`src/rtl/rl_lj_pkg.sv`:
```
// Shared width defaults and the signed saturating adder used by the LJ force accumulator.
package rl_lj_pkg;

    localparam int DEF_DATA_WIDTH = 32;
    localparam int DEF_ACC_WIDTH  = 40;
    localparam int DEF_ID_WIDTH   = 16;
    localparam int DEF_CNT_WIDTH  = 10;
    localparam int DEF_FIFO_DEPTH = 4;

    // Arithmetic carrier for the adder; accumulator widths up to SAT_WIDTH-1 bits fit.
    localparam int SAT_WIDTH = 64;

    typedef struct packed {
        logic signed [SAT_WIDTH-1:0] sum;
        logic                        sat;
    } sat_res_t;

    // Operands are sign-extended values that already fit in w bits; the result is clamped to w bits.
    function automatic sat_res_t sat_add(input logic signed [SAT_WIDTH-1:0] a,
                                         input logic signed [SAT_WIDTH-1:0] b,
                                         input int                          w);
        logic signed [SAT_WIDTH:0] s;
        logic signed [SAT_WIDTH:0] hi;
        logic signed [SAT_WIDTH:0] lo;
        sat_res_t                  r;
        s  = {a[SAT_WIDTH-1], a} + {b[SAT_WIDTH-1], b};
        hi = (65'sd1 <<< (w - 1)) - 65'sd1;
        lo = -hi - 65'sd1;
        if (s > hi) begin
            r.sum = hi[SAT_WIDTH-1:0];
            r.sat = 1'b1;
        end else if (s < lo) begin
            r.sum = lo[SAT_WIDTH-1:0];
            r.sat = 1'b1;
        end else begin
            r.sum = s[SAT_WIDTH-1:0];
            r.sat = 1'b0;
        end
        return r;
    endfunction

endpackage

```
`src/rtl/rl_lj_result_fifo.sv`:
```
// Result queue for completed groups; head entry and status flags come straight from registers.
module rl_lj_result_fifo #(
    parameter int WIDTH = 8,
    parameter int DEPTH = 4
) (
    input  logic                     clock,
    input  logic                     rst,
    input  logic                     push,
    input  logic [WIDTH-1:0]         push_data,
    input  logic                     pop,
    output logic [WIDTH-1:0]         pop_data,
    output logic                     full,
    output logic                     empty,
    output logic [$clog2(DEPTH):0]   count
);

    localparam int PW = $clog2(DEPTH);
    localparam logic [PW:0] DEPTH_CNT = (PW + 1)'(DEPTH);

    logic [WIDTH-1:0] mem [DEPTH];
    logic [PW-1:0]    wr_ptr;
    logic [PW-1:0]    rd_ptr;
    logic [PW:0]      nxt_count;
    logic             do_push;
    logic             do_pop;

    assign do_push  = push & ~full;
    assign do_pop   = pop & ~empty;
    assign pop_data = mem[rd_ptr];

    always_comb begin
        nxt_count = count;
        if (do_push && !do_pop) begin
            nxt_count = count + 1'b1;
        end else if (!do_push && do_pop) begin
            nxt_count = count - 1'b1;
        end
    end

    always_ff @(posedge clock) begin
        if (rst) begin
            for (int i = 0; i < DEPTH; i++) begin
                mem[i] <= '0;
            end
            wr_ptr <= '0;
            rd_ptr <= '0;
            count  <= '0;
            full   <= 1'b0;
            empty  <= 1'b1;
        end else begin
            if (do_push) begin
                mem[wr_ptr] <= push_data;
                wr_ptr      <= wr_ptr + 1'b1;
            end
            if (do_pop) begin
                rd_ptr <= rd_ptr + 1'b1;
            end
            count <= nxt_count;
            full  <= (nxt_count == DEPTH_CNT);
            empty <= (nxt_count == '0);
        end
    end

endmodule

```
`src/rtl/rl_lj_force_accumulator.sv`:
```
// Sums per-pair LJ force components per reference particle with saturation and queues one result per group.
module rl_lj_force_accumulator
    import rl_lj_pkg::*;
#(
    parameter int DATA_WIDTH = DEF_DATA_WIDTH,
    parameter int ACC_WIDTH  = DEF_ACC_WIDTH,
    parameter int ID_WIDTH   = DEF_ID_WIDTH,
    parameter int CNT_WIDTH  = DEF_CNT_WIDTH,
    parameter int FIFO_DEPTH = DEF_FIFO_DEPTH
) (
    input  logic                         clock,
    input  logic                         rst,
    input  logic                         ivalid,
    output logic                         iready,
    input  logic                         ilast,
    input  logic [ID_WIDTH-1:0]          ref_id,
    input  logic signed [DATA_WIDTH-1:0] force_x,
    input  logic signed [DATA_WIDTH-1:0] force_y,
    input  logic signed [DATA_WIDTH-1:0] force_z,
    output logic                         ovalid,
    input  logic                         oready,
    output logic signed [ACC_WIDTH-1:0]  acc_x,
    output logic signed [ACC_WIDTH-1:0]  acc_y,
    output logic signed [ACC_WIDTH-1:0]  acc_z,
    output logic [ID_WIDTH-1:0]          out_ref_id,
    output logic [CNT_WIDTH-1:0]         out_count,
    output logic                         out_sat
);

    localparam logic [0:0] ST_IDLE  = 1'b0;
    localparam logic [0:0] ST_ACCUM = 1'b1;
    localparam int RES_W = 3 * ACC_WIDTH + ID_WIDTH + CNT_WIDTH + 1;
    localparam logic [CNT_WIDTH-1:0] CNT_MAX = '1;

    logic [0:0]                  state;
    logic signed [ACC_WIDTH-1:0] sum_x, sum_y, sum_z;
    logic [ID_WIDTH-1:0]         grp_id;
    logic [CNT_WIDTH-1:0]        grp_cnt;
    logic                        grp_sat;

    logic                        first;
    logic                        accept;
    logic                        push;
    logic signed [SAT_WIDTH-1:0] base_x, base_y, base_z;
    sat_res_t                    res_x, res_y, res_z;
    logic signed [ACC_WIDTH-1:0] nxt_x, nxt_y, nxt_z;
    logic [ID_WIDTH-1:0]         nxt_id;
    logic [CNT_WIDTH-1:0]        nxt_cnt;
    logic                        nxt_sat;

    logic [RES_W-1:0]            fifo_din;
    logic [RES_W-1:0]            fifo_dout;
    logic                        fifo_full;
    logic                        fifo_empty;
    logic [$clog2(FIFO_DEPTH):0] fifo_count;
    logic                        unused_bits;

    assign iready = ~rst & ~fifo_full;
    assign ovalid = ~rst & ~fifo_empty;
    assign accept = ivalid & iready;
    assign push   = accept & ilast;

    // A first beat adds onto zero, which reuses the adder to load the sign-extended force.
    always_comb begin
        first   = (state == ST_IDLE);
        base_x  = first ? {SAT_WIDTH{1'b0}} : SAT_WIDTH'(sum_x);
        base_y  = first ? {SAT_WIDTH{1'b0}} : SAT_WIDTH'(sum_y);
        base_z  = first ? {SAT_WIDTH{1'b0}} : SAT_WIDTH'(sum_z);
        res_x   = sat_add(base_x, SAT_WIDTH'(force_x), ACC_WIDTH);
        res_y   = sat_add(base_y, SAT_WIDTH'(force_y), ACC_WIDTH);
        res_z   = sat_add(base_z, SAT_WIDTH'(force_z), ACC_WIDTH);
        nxt_x   = res_x.sum[ACC_WIDTH-1:0];
        nxt_y   = res_y.sum[ACC_WIDTH-1:0];
        nxt_z   = res_z.sum[ACC_WIDTH-1:0];
        nxt_sat = (~first & grp_sat) | res_x.sat | res_y.sat | res_z.sat;
        nxt_id  = first ? ref_id : grp_id;
        if (first) begin
            nxt_cnt = CNT_WIDTH'(1);
        end else if (grp_cnt == CNT_MAX) begin
            nxt_cnt = grp_cnt;
        end else begin
            nxt_cnt = grp_cnt + 1'b1;
        end
    end

    always_ff @(posedge clock) begin
        if (rst) begin
            state   <= ST_IDLE;
            sum_x   <= '0;
            sum_y   <= '0;
            sum_z   <= '0;
            grp_id  <= '0;
            grp_cnt <= '0;
            grp_sat <= 1'b0;
        end else if (accept) begin
            state   <= ilast ? ST_IDLE : ST_ACCUM;
            sum_x   <= nxt_x;
            sum_y   <= nxt_y;
            sum_z   <= nxt_z;
            grp_id  <= nxt_id;
            grp_cnt <= nxt_cnt;
            grp_sat <= nxt_sat;
        end
    end

    assign fifo_din = {nxt_x, nxt_y, nxt_z, nxt_id, nxt_cnt, nxt_sat};
    assign {acc_x, acc_y, acc_z, out_ref_id, out_count, out_sat} = fifo_dout;

    rl_lj_result_fifo #(
        .WIDTH (RES_W),
        .DEPTH (FIFO_DEPTH)
    ) u_result_fifo (
        .clock     (clock),
        .rst       (rst),
        .push      (push),
        .push_data (fifo_din),
        .pop       (ovalid & oready),
        .pop_data  (fifo_dout),
        .full      (fifo_full),
        .empty     (fifo_empty),
        .count     (fifo_count)
    );

    // Adder headroom bits are discarded once the result is clamped to ACC_WIDTH.
    assign unused_bits = ^{res_x.sum[SAT_WIDTH-1:ACC_WIDTH], res_y.sum[SAT_WIDTH-1:ACC_WIDTH],
                           res_z.sum[SAT_WIDTH-1:ACC_WIDTH], fifo_count};

endmodule

```
`config.mk`:
```
export PLATFORM = sky130hd
export DESIGN_NAME = rl_lj_force_accumulator
export DESIGN_NICKNAME = d
export VERILOG_FILES = /design/src/rtl/rl_lj_pkg.sv /design/src/rtl/rl_lj_result_fifo.sv /design/src/rtl/rl_lj_force_accumulator.sv
export SDC_FILE = /design/constraint.sdc
export NUM_CORES = 1
export LEC_CHECK = 0
export ABC_AREA = 0
export ABC_CLOCK_PERIOD_IN_PS = 16300
export CAP_MARGIN = 10
export CORE_MARGIN = 8
export CORE_UTILIZATION = 47
export DETAILED_ROUTE_END_ITERATION = 8
export PLACE_DENSITY = 0.68
export SYNTH_ARGS = -nofsm -noshare
export SYNTH_HDL_FRONTEND = slang
export SYNTH_HIERARCHICAL = 1
export SYNTH_SLANG_ARGS = --single-unit
```
`constraint.sdc`:
```
create_clock -name clock -period 16.3 [get_ports clock]
set_input_delay 4.075 -clock clock [delete_from_list [all_inputs] [get_ports clock]]
set_output_delay 4.075 -clock clock [all_outputs]
set_load 0.01 [all_outputs]
```
==> results.yml, run 1 <==
status:
  status: "complete, no violations"
critical_path:
  timing.critical_path.arrival_ps: 5310
  critPathMaxFanout: 78
  critPathCaptureType: "output pin"
  timing_worst_setup_path_type: "in -> out"
  required_ps: 12230
  cp-start-kind: "input pin"
cts:
  post_cts_resized: 0
  post_cts.repair.setup_buffers: 0
  ctsLongestPathBuffers: 3
  cts-root-buf: "clkbuf_16"
  clock_sinks: 747
  clkLatencyLatePin_ps: 620
  clkSlewWorstSetupHoldPaths_ps: 60
  number_of_buffers_created_by_cts: 83
  htreeDepth: 3
  cts_tree: "yes"
  cts_hold_buf: 0
cells_and_area:
  seq_area_mm2: 0.0209
  layout_fillers: 7143
  num-nets-final: 3761
  multi_input_area_mm2: 0.0178
  post_route_cells_drive_above_1_share_pct: 10.5
  area.growth.synth_to_final_pct: 16.0
logic_synthesis:
  adder_cell_fraction_of_synth_area_pct: 4.12
  synth_fp_nets: 3590
  yosysTopAreaCell: "edfxtp_1"
  synth-simple-area-share_pct: 18.8
  syn-cell-area_mm2: 0.0398
  syn-mean-instance-area_um2: 11.9
  synth.mux.area_fraction_pct: 8.84
  synth_top_area_share_pct: 44.3
  synth_xor_area_share_pct: 2.53
  instance_count_of_the_mapped_netlist: 3347
  ys_warn_count: 6
  synthMostInstantiatedCell: "edfxtp_1"
  post_synth_most_frequent_cells: "edfxtp_1 (588), and2_1 (566), nand2_1 (181)"
  edff_count_synth: 588
  async_reset_ff_share_pct: 0
  synth_ff_type: "edfxtp_1"
  yosysSeqAreaShare_pct: 52.3
  synth_cell_types: 81
  synth_area_leaders: "edfxtp_1 (44%), and2_1 (8.9%), mux4_2 (8.3%)"
  synth_seq_cells: 747
  synth_top_family_by_area: "simple AND/OR/NAND/NOR gates"
  synth-compound-area-share_pct: 10.2
global_route:
  grt_usage_pct: 21.9
  via_count_of_the_first_global_routing_pass: 27300
  antenna_violations_before_repair: 1
  grt.overflow.total: 0
  grt_pass1_wl_mm: 163
  grt_start_max_net_pins: 156
power:
  share_comb_of_total_power_pct: 13.1
  switching_power_mw: 1.20
  peakVddDrop_uv: 74.4
  p_total_mw: 4.82
  powerDensity_mw_per_mm2: 104
  seqPwrFrac_pct: 45.8
  swShare_pct: 24.9
  power.internal_mw: 3.62
  clock_power_share_pct: 41.1
  pleak_nw: 18.7
timing:
  clock_skew_ps: 24.0
  report.final.slew_viol_count: 0
  final.period_utilization_pct: 57.6
  setup-violations-final: 0
  maxSlewHeadroom_pct: 21.9
  rsz0062_at_grt: "false"
  post_layout_minimum_cycle_time_ps: 9390
  measured_slew_at_the_worst_slew_check_pin_ps: 1170
  hold_slack_ps: 468
  fmax_mhz: 107
  finalHoldViolations: 0
detailed_routing:
  antenna_violation_net_count_after_detailed_routing: 0
  routedWlPerCell_um: 22.4
  firstDrtPassIters: 5
  post-route-drc-count: 0
  drt_iter0_drc: 1775
  route.vias.total: 27000
  viasPerCell: 5.72
  wirelength_mm: 106
min_path:
  worst_hold_path_type: "reg -> reg"
placement:
  finalWeightedCongestion: 0.925
  detailedPlacementHpwl_mm: 65.3
  io_buffer_count: 265
die:
  start_util_pct: 47.5
  die-area_mm2: 0.0943
  floorplan.io_pins: 266
  coreArea_mm2: 0.0838
  die_w_um: 307
  die_h_um: 307
  std_cell_rows: 106
job:
  max_cap_violations: 0
layout make-up:
type	count	area share (%)
multi-input cells	2319	38.5
well taps	1134	3.07
inverters	56	0.460
clock buffers	110	5.11
diodes	2	0.0108
clock inverters	45	1.19
repair buffers	311	6.52
flip-flops and latches	747	45.1
power groups by stage:
| stage | clock network (mW) | registers (mW) | logic, mW |
|---|---|---|---|
| floorplan | 0 | 2.25 | 0.399 |
| global placement | 0 | 2.24 | 0.628 |
| detailed placement | 0 | 2.25 | 0.633 |
| CTS | 2.02 | 2.21 | 0.637 |
| global route | 2.09 | 2.22 | 0.689 |
| finish | 1.98 | 2.21 | 0.632 |
layout by cell type, fill, tap and decap left out, types with 45 or more instances in the layout:
| cell type | synthesis | layout |
|---|---|---|
| a21o_1 | 176 | 176 |
| a21oi_1 | 144 | 144 |
| and2_1 | 566 | 565 |
| and3_1 | 163 | 163 |
| buf_4 | 15 | 45 |
| clkbuf_16 | 0 | 86 |
| clkdlybuf4s50_1 | 0 | 264 |
| dfxtp_1 | 159 | 156 |
| edfxtp_1 | 588 | 588 |
| ha_1 | 123 | 123 |
| inv_1 | 55 | 55 |
| mux4_2 | 147 | 147 |
| nand2_1 | 181 | 180 |
| nor2_1 | 85 | 84 |
| nor3b_1 | 85 | 85 |
| o21ai_0 | 107 | 105 |
| xnor2_1 | 69 | 68 |
| xor2_1 | 46 | 46 |
cells by family after synthesis:
logic type,after synthesis
and+or+nand+nor,1282
DFF,747
AOI/OAI and AO/OA,626
buffers and inverters,281
muxes,166
adders and majority gates,130
xor gates and xnor gates,115
sequential cells by signal, summed over array words and instances (netlist names), 2 cells and up, named ones only:
name	cells
grp_id	16
sum_x	40
u_result_fifo/mem	588
sum_z	40
u_result_fifo/rd_ptr	2
sum_y	40
u_result_fifo/wr_ptr	2
grp_cnt	10
u_result_fifo/count	3
worst max-delay path, stage by stage:
cell,delay [ps]
buf_6,480
nor2_1,220
clkdlybuf4s50_1,530
through the flow:
step	util, %	area, µm²	TNS (ps)	worst slack, ps	instances
floorplan	-	39800	-80180	-203	3347
global placement	51.6	43300	0	6880	4567
detailed placement	51.6	43300	0	6890	4567
CTS	55.1	46200	0	6880	4722
global route	55.1	46200	0	6850	4723
finish	55.1	46200	0	6910	4724
worst paths after layout:
| check | startpoint | endpoint | slack [ps] | depth (start not counted) |
|---|---|---|---|---|
| max | rst | iready | 6910 | 3 |
| min | sum_y[37] | sum_y[37] | 470 | 2 |
| max reg2reg | state | u_result_fifo/mem[3][126] | 10140 | 16 |
| min reg2reg | sum_y[37] | sum_y[37] | 470 | 2 |
per-layer routing:
metal / part of all wire [%] / vias up / track usage [%]
li1: - / 12700 / -
met1: 44 / 13400 / 29.6
met2: 47 / 774 / 36.1
met3: 6.1 / 144 / 3.87
met4: 2.7 / 0 / 6.81
met5: 0 / - / 0
Power figures use the tool's default switching activity.
==> inputs of run 2 (changes only) <==
--- a/config.mk
+++ b/config.mk
@@ -6,12 +6,12 @@
 export NUM_CORES = 1
 export LEC_CHECK = 0
 export ABC_AREA = 0
-export ABC_CLOCK_PERIOD_IN_PS = 16300
+export ABC_CLOCK_PERIOD_IN_PS = 9400
 export CAP_MARGIN = 10
 export CORE_MARGIN = 8
 export CORE_UTILIZATION = 47
 export DETAILED_ROUTE_END_ITERATION = 8
-export PLACE_DENSITY = 0.68
+export PLACE_DENSITY = 0.66
 export SYNTH_ARGS = -nofsm -noshare
 export SYNTH_HDL_FRONTEND = slang
 export SYNTH_HIERARCHICAL = 1
==> constraint.sdc (replaced) <==
create_clock -name clock -period 9.4 [get_ports clock]
set_input_delay 2.35 -clock clock [delete_from_list [all_inputs] [get_ports clock]]
set_output_delay 2.35 -clock clock [all_outputs]
set_load 0.01 [all_outputs]
==> run 2 against run 1 <==
Total power increased by 73%. Combinational power up 72%. Sequential cell count unchanged. Global-route usage down 0.062 points. Sequential share of layout area is essentially flat. Via count shrank 0.23%. Cell area hardly changed. Register-to-register slack worse by 6600 ps. Cell count shrank 0.23%. Hold slack worse by 2.2 ps. Critical path type is now in -> reg. Largest cell class unchanged.
==> results.yml, run 2 (synthesis gave the netlist of run 1 again) <==
placement:
  finalWeightedCongestion: 0.907
  io_buffer_count: 265
  detailedPlacementHpwl_mm: 63.7
  instance_area_at_placement_mm2: 0.0433
cells_and_area:
  num-nets-final: 3754
  diodes: 0
  layout_commonest_cell: "edfxtp_1"
  post_route_cells_drive_above_1_share_pct: 10.0
  final_design_instance_area_without_fill_mm2: 0.0462
  layout_fillers: 7218
  registers.top_by_ff_count: "u_result_fifo/mem"
  mostFrequentLayoutCells: "edfxtp_1 (588), and2_1 (565), clkdlybuf4s50_1 (264), nand2_1 (180), a21o_1 (176)"
  final_util_pct: 55.1
  number_of_flip_flops_under_the_largest_register_name: 588
  area.growth.synth_to_final_pct: 16.0
power:
  powerDensity_mw_per_mm2: 181
  peakVddDrop_uv: 138
  pleak_nw: 18.7
  p_total_mw: 8.35
cts:
  clkLatencyLatePin_ps: 620
  ctsLongestPathBuffers: 3
  clock_sinks: 747
  htreeDepth: 3
  cts-root-buf: "clkbuf_16"
  cts_tree: "yes"
  post_cts_resized: 0
  cts_hold_buf: 0
  clkSlewWorstSetupHoldPaths_ps: 60
  post_cts.repair.setup_buffers: 0
  number_of_buffers_created_by_cts: 82
timing:
  report.final.slew_viol_count: 0
  setup-violations-final: 0
  finalHoldViolations: 0
  clock_skew_ps: 26.8
  measured_slew_at_the_worst_slew_check_pin_ps: 1220
  rsz0062_at_grt: "false"
  post_layout_minimum_cycle_time_ps: 6690
  final.period_utilization_pct: 71.2
  maxSlewHeadroom_pct: 18.1
  fmax_mhz: 149
critical_path:
  critPathMaxFanout: 12
  timing_worst_setup_path_type: "in -> reg"
  critPathCaptureType: "flop"
  worst_setup_path_startpoint: "force_y[0]"
  timing.critical_path.arrival_ps: 7070
  regToRegStartpoint: "state"
  required_ps: 9780
  cp-start-kind: "input pin"
global_route:
  grt_usage_pct: 21.9
  antenna_violations_before_repair: 2
  via_count_of_the_first_global_routing_pass: 27400
  grt_pass1_wl_mm: 163
  grt.overflow.total: 0
  grt_start_max_net_pins: 148
detailed_routing:
  route.vias.total: 27000
  wirelength_mm: 106
  firstDrtPassIters: 8
  post-route-drc-count: 0
  routedWlPerCell_um: 22.4
  drt_iter0_drc: 2035
  antenna_violation_net_count_after_detailed_routing: 0
  viasPerCell: 5.72
status:
  status: "complete, no violations"
die:
  die_w_um: 307
  floorplan.io_pins: 266
  start_util_pct: 47.5
  die_h_um: 307
  die-area_mm2: 0.0943
  coreArea_mm2: 0.0838
  std_cell_rows: 106
min_path:
  min_from: "sum_z[34]"
  worst_hold_path_type: "reg -> reg"
job:
  max_cap_violations: 0
[run 2: cell types whose count changed in the layout (fill, tap and decap cells not counted), moves of 3 or more]
cell	before	now
clkinvlp_4	2	5
clkinv_2	18	9
buf_4	45	34
buf_12	1	6
clkinv_8	3	0
clkbuf_1	12	18
clkbuf_8	12	9
[run 2: worst max-delay path, cell delays in order]
cell	delay [ps]
clkdlybuf4s50_1	420
ha_1	230
inv_1	70
fa_1	210
nor2b_1	80
o211ai_1	220
a31oi_1	210
a311oi_1	460
o21ai_1	270
o311ai_1	320
or3b_1	480
o21ai_1	680
nand3_1	280
or4_4	620
and3_1	180
[run 2: power breakdown]
| part | total, mW | leakage [nW] | switching, mW | internal (mW) |
|---|---|---|---|---|
| logic | 1.09 | 9.90 | 0.646 | 0.445 |
| clock network | 3.43 | 1.39 | 1.34 | 2.09 |
| registers | 3.83 | 7.40 | 0.0729 | 3.76 |
[run 2: final cells by class]
class,instances,area [µm²],share of cell area [%]
Clock buffer,114,2370,5.13
Timing Repair Buffer,305,3030,6.56
Clock inverter,38,508,1.10
Multi-Input combinational cell,2319,17800,38.5
Inverter,56,213,0.461
Sequential cell,747,20900,45.1
Tap cell,1134,1420,3.07
[run 2: path summary, 6_finish.rpt]
check	end	slack, ps	depth (start not counted)
hold reg to reg	sum_z[34]	470	2
hold / removal	sum_z[34]	470	2
setup reg to reg	u_result_fifo/mem[3][0]	3520	14
setup / recovery	u_result_fifo/mem[3][0]	2710	15
[run 2: metrics by stage]
| stage | setup WS (ps) | TNS (ps) | hold WS (ps) | cells |
|---|---|---|---|---|
| 3_5_place_dp | 2100 | 0 | 455 | 4561 |
| 6_report | 2710 | 0 | 466 | 4713 |
| 2_1_floorplan | -1420 | -517900 | 435 | 3347 |
| 5_1_grt | 2450 | 0 | 486 | 4713 |
| 4_1_cts | 2770 | 0 | 469 | 4713 |
| 3_3_place_gp | 2190 | 0 | 445 | 4561 |
[run 2: routing by layer]
metal	GRT usage [%]	up-vias	share of wire [%]
met3	3.18	142	5.6
met4	6.31	0	2.4
met2	36.6	757	48
met5	0	-	0
met1	29.7	13400	44
li1	-	12700	-
==> inputs of run 3 (changes only) <==
--- a/config.mk
+++ b/config.mk
@@ -6,12 +6,12 @@
 export NUM_CORES = 1
 export LEC_CHECK = 0
 export ABC_AREA = 0
-export ABC_CLOCK_PERIOD_IN_PS = 9400
+export ABC_CLOCK_PERIOD_IN_PS = 5850
 export CAP_MARGIN = 10
 export CORE_MARGIN = 8
 export CORE_UTILIZATION = 47
 export DETAILED_ROUTE_END_ITERATION = 8
-export PLACE_DENSITY = 0.66
+export PLACE_DENSITY = 0.68
 export SYNTH_ARGS = -nofsm -noshare
 export SYNTH_HDL_FRONTEND = slang
 export SYNTH_HIERARCHICAL = 1
==> constraint.sdc (replaced) <==
create_clock -name clock -period 5.85 [get_ports clock]
set_input_delay 1.4625 -clock clock [delete_from_list [all_inputs] [get_ports clock]]
set_output_delay 1.4625 -clock clock [all_outputs]
set_load 0.01 [all_outputs]
==> run 3 against run 2 <==
Routed wire length increased by 0.17%. Sequential share of layout area fell by 0.27 points. Sequential power increased by 61%. Register-to-register slack got worse by 2700 ps. Sequential cell count is the same. Total power up 56%. Worst setup slack got worse by 2100 ps. Critical path type unchanged.
==> results.yml, run 3 (synthesis gave the netlist of run 1 again) <==
cts:
  cts_tree: "yes"
  number_of_buffers_created_by_cts: 82
  htreeDepth: 3
  ctsLongestPathBuffers: 3
  clock_sinks: 747
  cts_hold_buf: 0
  cts-root-buf: "clkbuf_16"
  post_cts_resized: 0
  clkSlewWorstSetupHoldPaths_ps: 70
  post_cts.repair.setup_buffers: 0
  clkLatencyLatePin_ps: 620
cells_and_area:
  layout_commonest_cell: "edfxtp_1"
  stdcell_count: 4751
  mostFrequentLayoutCells: "edfxtp_1 (588), and2_1 (565), clkdlybuf4s50_1 (264), nand2_1 (180), a21o_1 (176)"
  layout_fillers: 7119
  number_of_flip_flops_under_the_largest_register_name: 588
  area.growth.synth_to_final_pct: 16.7
  post_route_cells_drive_above_1_share_pct: 10.8
  num-nets-final: 3789
  registers.top_by_ff_count: "u_result_fifo/mem"
critical_path:
  cp.buffers_inverters: 3
  cp-start-kind: "input pin"
  critPathMaxFanout: 11
  path_cells: "clkdlybuf4s50_1 > ha_1 > inv_1 > fa_1 > nor2b_1 > o2111ai_1 > a2111oi_2 > o211a_1 > o41a_1 > a41o_1 > and4_1 > o22a_1 > nor2_2 > buf_12 > o31ai_1 > and3_1"
  crit_slowest_cell: "clkdlybuf4s50_1"
  timing_worst_setup_path_type: "in -> reg"
  critPathCaptureType: "flop"
  timing.critical_path.arrival_ps: 5720
  cpPeakStageDelay_ps: 500
  required_ps: 6330
  cpLargestDelayFamily: "compound AO/OA/AOI/OAI gates"
global_route:
  grt_usage_pct: 21.9
  via_count_of_the_first_global_routing_pass: 27100
  grt_pass1_wl_mm: 163
  antenna_violations_before_repair: 6
  grt_start_max_net_pins: 155
  grt.overflow.total: 0
die:
  coreArea_mm2: 0.0838
  std_cell_rows: 106
  die_w_um: 307
  start_util_pct: 47.5
  floorplan.io_pins: 266
  die_h_um: 307
  die-area_mm2: 0.0943
detailed_routing:
  drt_iter0_drc: 1983
  viasPerCell: 5.68
  firstDrtPassIters: 6
  wirelength_mm: 106
  route.vias.total: 27000
  antenna_violation_net_count_after_detailed_routing: 0
  post-route-drc-count: 0
  routedWlPerCell_um: 22.3
placement:
  io_buffer_count: 265
  finalWeightedCongestion: 0.936
  detailedPlace.worstSlack_ps: -13.9
  detailedPlacementHpwl_mm: 66.3
  placed_cells: 4596
timing:
  clock_skew_ps: 22.6
  report.final.slew_viol_count: 0
  finalHoldViolations: 0
  finalWorstSetupSlack_ps: 608
  fmax_mhz: 191
  setup-violations-final: 0
  final.period_utilization_pct: 89.6
  maxSlewHeadroom_pct: 23.9
  post_layout_minimum_cycle_time_ps: 5240
  measured_slew_at_the_worst_slew_check_pin_ps: 1140
  fin_tns_setup_ps: 0
  rsz0062_at_grt: "false"
min_path:
  worst_hold_path_type: "reg -> reg"
job:
  max_cap_violations: 0
power:
  clock_power_share_pct: 39.1
  switching_power_mw: 3.30
  peakVddDrop_uv: 227
  pleak_nw: 18.8
  seqPwrFrac_pct: 47.1
  power.internal_mw: 9.76
  swShare_pct: 25.3
  share_comb_of_total_power_pct: 13.7
  powerDensity_mw_per_mm2: 281
status:
  status: "complete, no violations"
==> run 3: path summary, 6_finish.rpt <==
check / from / to / slack (ps) / cells past startpoint
max: force_x[0] / u_result_fifo/mem[3][114] / 610 / 16
min: sum_z[22] / sum_z[22] / 470 / 2
max reg2reg: state / u_result_fifo/mem[3][114] / 800 / 15
min reg2reg: sum_z[22] / sum_z[22] / 470 / 2
==> run 3: routing by layer <==
layer | wire, µm | up-vias | global-route usage [%] | share of wire, %
met5 | 27 | - | 0 | 0.026
met4 | 2230 | 4 | 5.99 | 2.1
met3 | 6780 | 146 | 3.90 | 6.4
met2 | 50500 | 794 | 36.1 | 48
met1 | 46300 | 13300 | 29.7 | 44
li1 | - | 12800 | - | -
==> run 3: final cells by class <==
| class | instances | area (µm²) | area share, % |
|---|---|---|---|
| Antenna cell | 4 | 10.0 | 0.0215 |
| Tap cell | 1134 | 1420 | 3.05 |
| Multi-Input combinational cell | 2319 | 17800 | 38.3 |
| Inverter | 56 | 213 | 0.458 |
| Timing Repair Buffer | 340 | 3520 | 7.57 |
| Clock buffer | 115 | 2300 | 4.95 |
| Sequential cell | 747 | 20900 | 44.9 |
| Clock inverter | 36 | 343 | 0.738 |
==> run 3: tightest hold or removal path: cells and delay by family (launching register included) <==
| kind | cells | cell delay [ps] |
|---|---|---|
| flops | 1 | 320 |
| compound gates | 1 | 60 |
| simple gates | 1 | 50 |
==> run 3: power groups by stage <==
stage               Sequential, mW  Combinational, mW  Clock, mW
floorplan                     6.23               1.12          0
detailed placement            6.27               1.79          0
finish                        6.16               1.79       5.11
global placement              6.26               1.78          0
global route                  6.19               1.95       5.42
CTS                           6.16               1.80       5.22
==> run 3: stage by stage <==
step / hold slack (ps) / total power, mW / util (%) / area (µm²)
6_report: 468 / 13.1 / 55.4 / 46500
5_1_grt: 484 / 13.6 / 55.4 / 46500
4_1_cts: 470 / 13.2 / 55.4 / 46500
3_5_place_dp: 456 / 8.06 / 52.3 / 43800
3_3_place_gp: 445 / 8.04 / 52.3 / 43800
2_1_floorplan: 435 / 7.35 / - / 39900
